### config.mk
export PLATFORM = sky130hd
export DESIGN_NAME = enc_pwm_capture_array
export DESIGN_NICKNAME = d
export VERILOG_FILES = /design/src/rtl/enc_pwm_pkg.sv /design/src/rtl/pwm_capture_chan.sv /design/src/rtl/enc_pwm_capture_array.sv
export SDC_FILE = /design/constraint.sdc
export NUM_CORES = 1
export LEC_CHECK = 0
export BUFFER_PORTS_ARGS = -buffer_cell sky130_fd_sc_hd__buf_2
export CAP_MARGIN = 20
export CORE_ASPECT_RATIO = 0.6
export CORE_UTILIZATION = 60
export DETAILED_ROUTE_END_ITERATION = 10
export PLACE_DENSITY = 0.8
export SLEW_MARGIN = 10
export SYNTH_ARGS = -nofsm -noshare
export SYNTH_HDL_FRONTEND = slang
export SYNTH_SLANG_ARGS = --single-unit
### constraint.sdc
create_clock -name i_clk -period 8.55 [get_ports i_clk]
set_input_delay 2.565 -clock i_clk [delete_from_list [all_inputs] [get_ports i_clk]]
set_output_delay 2.565 -clock i_clk [all_outputs]
set_load 0.005 [all_outputs]
### src/rtl/enc_pwm_pkg.sv
// Shared types and constants for the encoder PWM capture array.
package enc_pwm_pkg;

  typedef enum logic [1:0] {
    ST_IDLE,
    ST_ARM,
    ST_HIGH,
    ST_LOW
  } cap_state_e;

  // All-ones value of a counter of the given width; also correct for width 32.
  function automatic int unsigned default_timeout(input int unsigned width);
    return (32'd1 << width) - 32'd1;
  endfunction

  localparam int unsigned ENC_PWM_DWIDTH_DEF  = 20;
  localparam int unsigned ENC_PWM_TIMEOUT_DEF = default_timeout(ENC_PWM_DWIDTH_DEF);

endpackage

### src/rtl/pwm_capture_chan.sv
// One PWM capture channel: pin synchroniser, registered edge detector and
// IDLE/ARM/HIGH/LOW measurement FSM producing high time and period.
module pwm_capture_chan
  import enc_pwm_pkg::*;
#(
  parameter int unsigned K_DWIDTH  = ENC_PWM_DWIDTH_DEF,
  parameter int unsigned K_TIMEOUT = ENC_PWM_TIMEOUT_DEF
) (
  input  logic                i_clk,
  input  logic                i_rst,
  input  logic                i_pwm,
  input  logic                i_start,
  input  logic                i_clear,
  input  logic                i_continuous,
  output logic [K_DWIDTH-1:0] o_high,
  output logic [K_DWIDTH-1:0] o_period,
  output logic                o_valid,
  output logic                o_done,
  output logic                o_timeout,
  output logic                o_busy
);

  localparam logic [K_DWIDTH-1:0] TMO = K_DWIDTH'(K_TIMEOUT);
  localparam logic [K_DWIDTH-1:0] ONE = K_DWIDTH'(1);

  cap_state_e state_q, state_d;

  logic                sync1_q, sync2_q, prev_q;
  logic                rise_q, rise_d, fall_q, fall_d;
  logic [K_DWIDTH-1:0] cnt_q, cnt_d, cnt_inc;
  logic [K_DWIDTH-1:0] hcap_q, hcap_d;
  logic [K_DWIDTH-1:0] high_q, high_d, period_q, period_d;
  logic                valid_q, valid_d, done_q, done_d, tmo_q, tmo_d;
  logic                cnt_hit;

  always_ff @(posedge i_clk) begin
    if (i_rst) begin
      sync1_q  <= 1'b0;
      sync2_q  <= 1'b0;
      prev_q   <= 1'b0;
      rise_q   <= 1'b0;
      fall_q   <= 1'b0;
      state_q  <= ST_IDLE;
      cnt_q    <= '0;
      hcap_q   <= '0;
      high_q   <= '0;
      period_q <= '0;
      valid_q  <= 1'b0;
      done_q   <= 1'b0;
      tmo_q    <= 1'b0;
    end else begin
      sync1_q  <= i_pwm;
      sync2_q  <= sync1_q;
      prev_q   <= sync2_q;
      rise_q   <= rise_d;
      fall_q   <= fall_d;
      state_q  <= state_d;
      cnt_q    <= cnt_d;
      hcap_q   <= hcap_d;
      high_q   <= high_d;
      period_q <= period_d;
      valid_q  <= valid_d;
      done_q   <= done_d;
      tmo_q    <= tmo_d;
    end
  end

  // The counter runs from the rising-edge detect through HIGH and LOW, so at
  // the closing rising edge it already holds the period.
  always_comb begin
    rise_d   = sync2_q & ~prev_q;
    fall_d   = ~sync2_q & prev_q;
    cnt_inc  = (cnt_q == '1) ? cnt_q : cnt_q + ONE;
    cnt_hit  = (cnt_inc == TMO);
    state_d  = state_q;
    cnt_d    = cnt_inc;
    hcap_d   = hcap_q;
    high_d   = high_q;
    period_d = period_q;
    valid_d  = 1'b0;
    done_d   = done_q;
    tmo_d    = tmo_q;
    if (i_clear) begin
      state_d  = ST_IDLE;
      cnt_d    = '0;
      hcap_d   = '0;
      high_d   = '0;
      period_d = '0;
      done_d   = 1'b0;
      tmo_d    = 1'b0;
    end else if (i_start) begin
      state_d = ST_ARM;
      cnt_d   = '0;
    end else begin
      case (state_q)
        ST_IDLE: cnt_d = '0;
        ST_ARM: begin
          if (rise_q) begin
            state_d = ST_HIGH;
            cnt_d   = ONE;
          end else if (cnt_hit) begin
            state_d = ST_IDLE;
            cnt_d   = '0;
            tmo_d   = 1'b1;
          end
        end
        ST_HIGH: begin
          if (fall_q) begin
            state_d = ST_LOW;
            hcap_d  = cnt_q;
          end else if (cnt_hit) begin
            state_d = ST_IDLE;
            cnt_d   = '0;
            tmo_d   = 1'b1;
          end
        end
        ST_LOW: begin
          if (rise_q) begin
            high_d   = hcap_q;
            period_d = cnt_q;
            valid_d  = 1'b1;
            done_d   = 1'b1;
            state_d  = i_continuous ? ST_HIGH : ST_IDLE;
            cnt_d    = ONE;
          end else if (cnt_hit) begin
            state_d = ST_IDLE;
            cnt_d   = '0;
            tmo_d   = 1'b1;
          end
        end
        default: begin
          state_d = ST_IDLE;
          cnt_d   = '0;
        end
      endcase
    end
  end

  always_comb begin
    o_busy    = (state_q != ST_IDLE);
    o_high    = high_q;
    o_period  = period_q;
    o_valid   = valid_q;
    o_done    = done_q;
    o_timeout = tmo_q;
  end

endmodule

### src/rtl/enc_pwm_capture_array.sv
// Array of independent encoder PWM capture channels with packed result buses.
module enc_pwm_capture_array
  import enc_pwm_pkg::*;
#(
  parameter int unsigned K_NCHAN   = 2,
  parameter int unsigned K_DWIDTH  = ENC_PWM_DWIDTH_DEF,
  parameter int unsigned K_TIMEOUT = default_timeout(K_DWIDTH)
) (
  input  logic                               i_clk,
  input  logic                               i_rst,
  input  logic [K_NCHAN-1:0]                 i_pwm,
  input  logic [K_NCHAN-1:0]                 i_start,
  input  logic [K_NCHAN-1:0]                 i_clear,
  input  logic                               i_continuous,
  output logic [K_NCHAN-1:0][K_DWIDTH-1:0]   o_high,
  output logic [K_NCHAN-1:0][K_DWIDTH-1:0]   o_period,
  output logic [K_NCHAN-1:0]                 o_valid,
  output logic [K_NCHAN-1:0]                 o_done,
  output logic [K_NCHAN-1:0]                 o_timeout,
  output logic [K_NCHAN-1:0]                 o_busy
);

  for (genvar g = 0; g < K_NCHAN; g++) begin : g_chan
    pwm_capture_chan #(
      .K_DWIDTH  (K_DWIDTH),
      .K_TIMEOUT (K_TIMEOUT)
    ) u_chan (
      .i_clk        (i_clk),
      .i_rst        (i_rst),
      .i_pwm        (i_pwm[g]),
      .i_start      (i_start[g]),
      .i_clear      (i_clear[g]),
      .i_continuous (i_continuous),
      .o_high       (o_high[g]),
      .o_period     (o_period[g]),
      .o_valid      (o_valid[g]),
      .o_done       (o_done[g]),
      .o_timeout    (o_timeout[g]),
      .o_busy       (o_busy[g])
    );
  end

endmodule

Word level (Yosys, flattened, before mapping)
Cells that the tools add are included.
Storage, ports and cells
  bits of input ports: 9
  register bits after elaboration: 180
Operators by class
  eq/ne operators: 14
  bitwise operators: 12
  reductions and logical operators: 24
  add/sub/neg operators: 2
  mux-type cells: 33
Operator list (count)
  $mux 20: 8
  $pmux 20 s3: 2
  $eq 20x20->1 const B: 4
  $add 20x1->20 const B: 2
  $mux 2: 9
  $pmux 2 s3: 2
  $reduce_and 3->1: 4
  $mux 1: 10
  $eq 2x2->1 const B: 4
  $ne 2x2->1 const B: 4
  $not 1->1: 8
  $reduce_and 4->1: 2
  $reduce_bool 2->1: 4
  $reduce_bool 4->1: 2
  $reduce_or 2->1: 4
  $reduce_or 4->1: 2
  $reduce_bool 3->1: 2
  $reduce_or 3->1: 2
  $and 1x1->1: 4
  $eq 2x1->1 const B: 2
  $logic_not 2->1: 2
  $pmux 1 s2: 2

Depth between registers and ports, before layout
  depth after elaboration: 7
  mapped depth: 11
  gate-level depth less buffers: 8

Cells and area by module
A second synthesis with hierarchy kept.
Unflattened totals
  cell total of the unflattened synthesis: 952
  area, all modules: 7596.0 um^2
Modules (own cells, without submodules)
  pwm_capture_chan at g_chan[0].u_chan: sequential area each 1801.7 um^2, area each 3900.0 um^2, instances 1, cells an instance 487
  pwm_capture_chan at g_chan[1].u_chan: sequential area each 1801.7 um^2, area each 3696.0 um^2, instances 1, cells an instance 465

Least setup slack after synthesis
Ideal clock, no wire load.
  path kind: in2reg
  from: input i_rst
  to: register g_chan[1].u_chan.cnt_q[8]
  data required time: 8.480 ns
  stages on the path: 6
  path slack: 4.809 ns
  path buffers: 2
  arrival: 3.671 ns
  setup time: 0.070 ns
  cells stage by stage: or2_2 clkbuf_1 nor2_1 o211ai_4 buf_6 a21oi_1
On the way
  longest elaborated chain between the ends: 1
Ends and longest elaborated chain
  from (decl): RTL line enc_pwm_capture_array.sv:10  | input logic i_rst,
  $reduce_or 3->1 (no line)
  to (signal assigned): RTL line pwm_capture_chan.sv:58  | cnt_q <= cnt_d;
  to (decl): RTL line pwm_capture_chan.sv:30  | logic [K_DWIDTH-1:0] cnt_q, cnt_d, cnt_inc;
No other way between the ends.
A chain may end at the register's enable or synchronous reset.

Worst setup path after layout
  from: input i_rst
  to: register g_chan[0].u_chan.cnt_q[2]
On the way
  longest elaborated chain between the ends: 1
Ends and longest elaborated chain (RTL line)
  $reduce_or 3->1 (no line)
  to (signal assigned): pwm_capture_chan.sv:58
  to (decl): pwm_capture_chan.sv:30
No other way between the ends.

==> impl_metrics.json <==
{
  "status": "complete, no violations",
  "min-delay-path-class": "register to register",
  "mappedNetlistArea_um2": 7455,
  "slowest_stage_delay_on_critical_path_ps": 450,
  "cts_root_buf": "clkbuf_16",
  "floorplan.rows": 31,
  "postRouteWirelength_um": 18640,
  "port_buffers": 96,
  "dpl_wire_length_um": 12470,
  "fillCellCount": 1000,
  "cp-start-kind": "primary input",
  "ant_nets": 0,
  "ys_seq_elements": 180,
  "multi_input_gate_area_um2": 3437,
  "drive_above_1_share": 0.1571,
  "place.gp.congestion": 0.9879,
  "first_iter_violations": 648,
  "synth-main-ff-cell": "dfxtp_1",
  "comb_power_share": 0.013,
  "mappedNetlistNets": 949,
  "synth-warning-count": 0,
  "total_area_of_sequential_cells_um2": 3603,
  "die_height_um": 88.34,
  "cts_max_level": 4,
  "postSynth.asyncResetShare": 0,
  "tritoncts_num_sinks": 180,
  "tightestPinTransition_ps": 987.8,
  "final_min_period_over_clock_period": 0.4848,
  "critical_path_arrival_ps": 4490,
  "fmaxAchievable_ghz": 0.2413,
  "antenna_found_initial": 0,
  "min_period_ps": 4145,
  "clock_transition_time_at_the_flip_flop_clock_pins_of_the_worst_setup_and_hold_paths_ps": 70,
  "power_density_nw_per_um2": 195.5,
  "final_cell_mix": "259 x nand2_1, 180 x dfxtp_1, 165 x a21oi_1, 96 x buf_2, 30 x nor2_1",
  "detailed_place.area_um2": 7833,
  "grt_use_total": 0.2922,
  "fp.dieArea_um2": 12890,
  "via_per_inst": 5.775,
  "hold_viol": 0,
  "initial_core_util": 0.6160,
  "resize_count_post_cts": 0,
  "worst_clock_skew_ps": 12.28,
  "largest_net_degree_at_the_start_of_global_routing": 66,
  "yosys.area.top_type": "dfxtp_1",
  "dr.pass1.iters": 6,
  "path_cells": "buf_2 -> or2_2 -> buf_4 -> nor2_1 -> o211ai_2 -> a21oi_1",
  "timing_max_transition_violations_final": 0,
  "p_int_mw": 1.270,
  "cts_hold_repair.buffers": 0,
  "hold_slack_ps": 405.8,
  "timing.max_cap.violations": 0,
  "clock_power_share": 0.476,
  "layout.cell_area.non_filler_um2": 8427,
  "switching_share": 0.2293,
  "cts_tree": "yes",
  "cts_made_buffers": 17,
  "sequential_share_of_power": 0.511,
  "io_pins": 97,
  "yosysSeqAreaShare": 0.4834,
  "vias": 6687,
  "leakagePower_nw": 2.863,
  "first_pass_grt_wire_length_um": 29640,
  "slew_headroom": 0.3384,
  "critical_path_required_ps": 8890,
  "critPathMaxFanout": 65,
  "grt-ovfl-total": 0,
  "number_of_inserted_diodes": 0,
  "mostFrequentLayoutCell": "nand2_1",
  "slowest_stage": "o211ai_2",
  "layout.nets": 991,
  "layout_area_growth_over_synthesis_pct": 13.04,
  "finished_core_util": 0.6963,
  "syn_avg_cell_area_um2": 7.947,
  "clk_path_buf_depth": 2,
  "postCtsSetupBuffers": 0,
  "yosys-top-cells-area": "dfxtp_1 48%, nand2_1 13%, a21oi_1 11%",
  "fp.dieW_um": 145.9,
  "final-setup-viol-count": 0,
  "drc_errors": 0,
  "clk-insertion-delay-late_ps": 430,
  "power.ir.vdd_worst_mv": 0.1701,
  "tns_ps": 0,
  "grt_setup_unrepaired": "no",
  "synth-edff-count": 0,
  "synthDistinctLibCells": 57,
  "synth_top_cell_area_share": 0.4834,
  "cp-end-kind": "register",
  "floorplan.core_area_um2": 12100,
  "routed_wire_length_per_instance_um": 16.10,
  "grt_pass1_vias": 5637,
  "syn_inst": 938,
  "timing.setup.critical_path_class": "primary input to register",
  "netSwitchingPower_uw": 377.7
}
[metal layers]
layer  vias up  wire length (um)  GRT usage
met1      3095              9552     0.4588
met4         0               210    0.09474
met2       317              7190     0.3889
li1       3255                 -          -
met3        20              1687    0.06082
met5         -                 0          0
[critical path, delay by kind of cell]
family / cells / cell delay [ps]
compound gates: 2 / 740
buf+inv: 2 / 480
simple gates: 2 / 660
[registers in the layout, summed over array words and instances (netlist names)]
signal                   flops
g_chan.u_chan.fall_q         2
g_chan.u_chan.cnt_q         40
g_chan.u_chan.state_q        4
g_chan.u_chan.o_period      40
g_chan.u_chan.sync2_q        2
g_chan.u_chan.o_done         2
g_chan.u_chan.sync1_q        2
g_chan.u_chan.o_high        40
g_chan.u_chan.rise_q         2
g_chan.u_chan.hcap_q        40
g_chan.u_chan.o_timeout      2
g_chan.u_chan.o_valid        2
g_chan.u_chan.prev_q         2
[synth_stat cells, types with 7 or more instances]
| master | number |
|---|---|
| nor3b_1 | 8 |
| nand4_1 | 13 |
| xnor2_1 | 18 |
| o21ai_0 | 12 |
| nor2_1 | 30 |
| inv_1 | 12 |
| nand3_1 | 27 |
| a31oi_1 | 7 |
| buf_4 | 11 |
| nand2_1 | 259 |
| dfxtp_1 | 180 |
| a21oi_1 | 165 |
| buf_2 | 12 |
| nor4_1 | 10 |
| nor3_1 | 16 |
| clkbuf_1 | 51 |
| nor2b_1 | 14 |
| mux2i_1 | 8 |
[path summary, 6_finish.rpt]
kind              slack [ps]                      start  depth (start not counted)                         to
setup / recovery        4410                      i_rst                          6  g_chan[0].u_chan.cnt_q[2]
hold / removal           410    g_chan[0].u_chan.prev_q                          1    g_chan[0].u_chan.rise_q
setup reg to reg        4590  g_chan[0].u_chan.cnt_q[0]                          7  g_chan[0].u_chan.cnt_q[2]
hold reg to reg          410    g_chan[0].u_chan.prev_q                          1    g_chan[0].u_chan.rise_q
[area by class of cell]
cell class,instances,area share
clock inverters,14,0.01841
well taps,165,0.02450
flip-flops and latches,180,0.4276
repair buffers,104,0.06414
clock buffers,18,0.05212
inverters,12,0.005345
multi-input cells,665,0.4079
[logic make-up (layout without fill, tap and decap cells)]
kind of cell / Yosys count / after routing / synth area share
simple gates: 422 / 422 / 0.2592
compound gates: 210 / 210 / 0.1595
flops: 180 / 180 / 0.4834
buf+inv: 93 / 148 / 0.05656
xor+xnor: 22 / 22 / 0.02585
mux: 9 / 9 / 0.01225
fa+ha+maj: 2 / 2 / 0.003356
[power groups by stage]
stage	combinational (mW)	sequential (mW)	clock (mW)
finish	0.0209	0.842	0.785
global route	0.0228	0.841	0.824
CTS	0.0205	0.841	0.791
detailed placement	0.0203	0.861	0
global placement	0.0201	0.861	0
floorplan	0.0147	0.860	0
[through the flow]
| stage | setup WS [ps] | instances | power [mW] |
|---|---|---|---|
| global route | 4282 | 1158 | 1.688 |
| CTS | 4464 | 1158 | 1.653 |
| floorplan | 4809 | 938 | 0.8750 |
| global placement | 4135 | 1125 | 0.8810 |
| finish | 4405 | 1158 | 1.647 |
| detailed placement | 4036 | 1126 | 0.8812 |
Power figures use the tool's default switching activity.
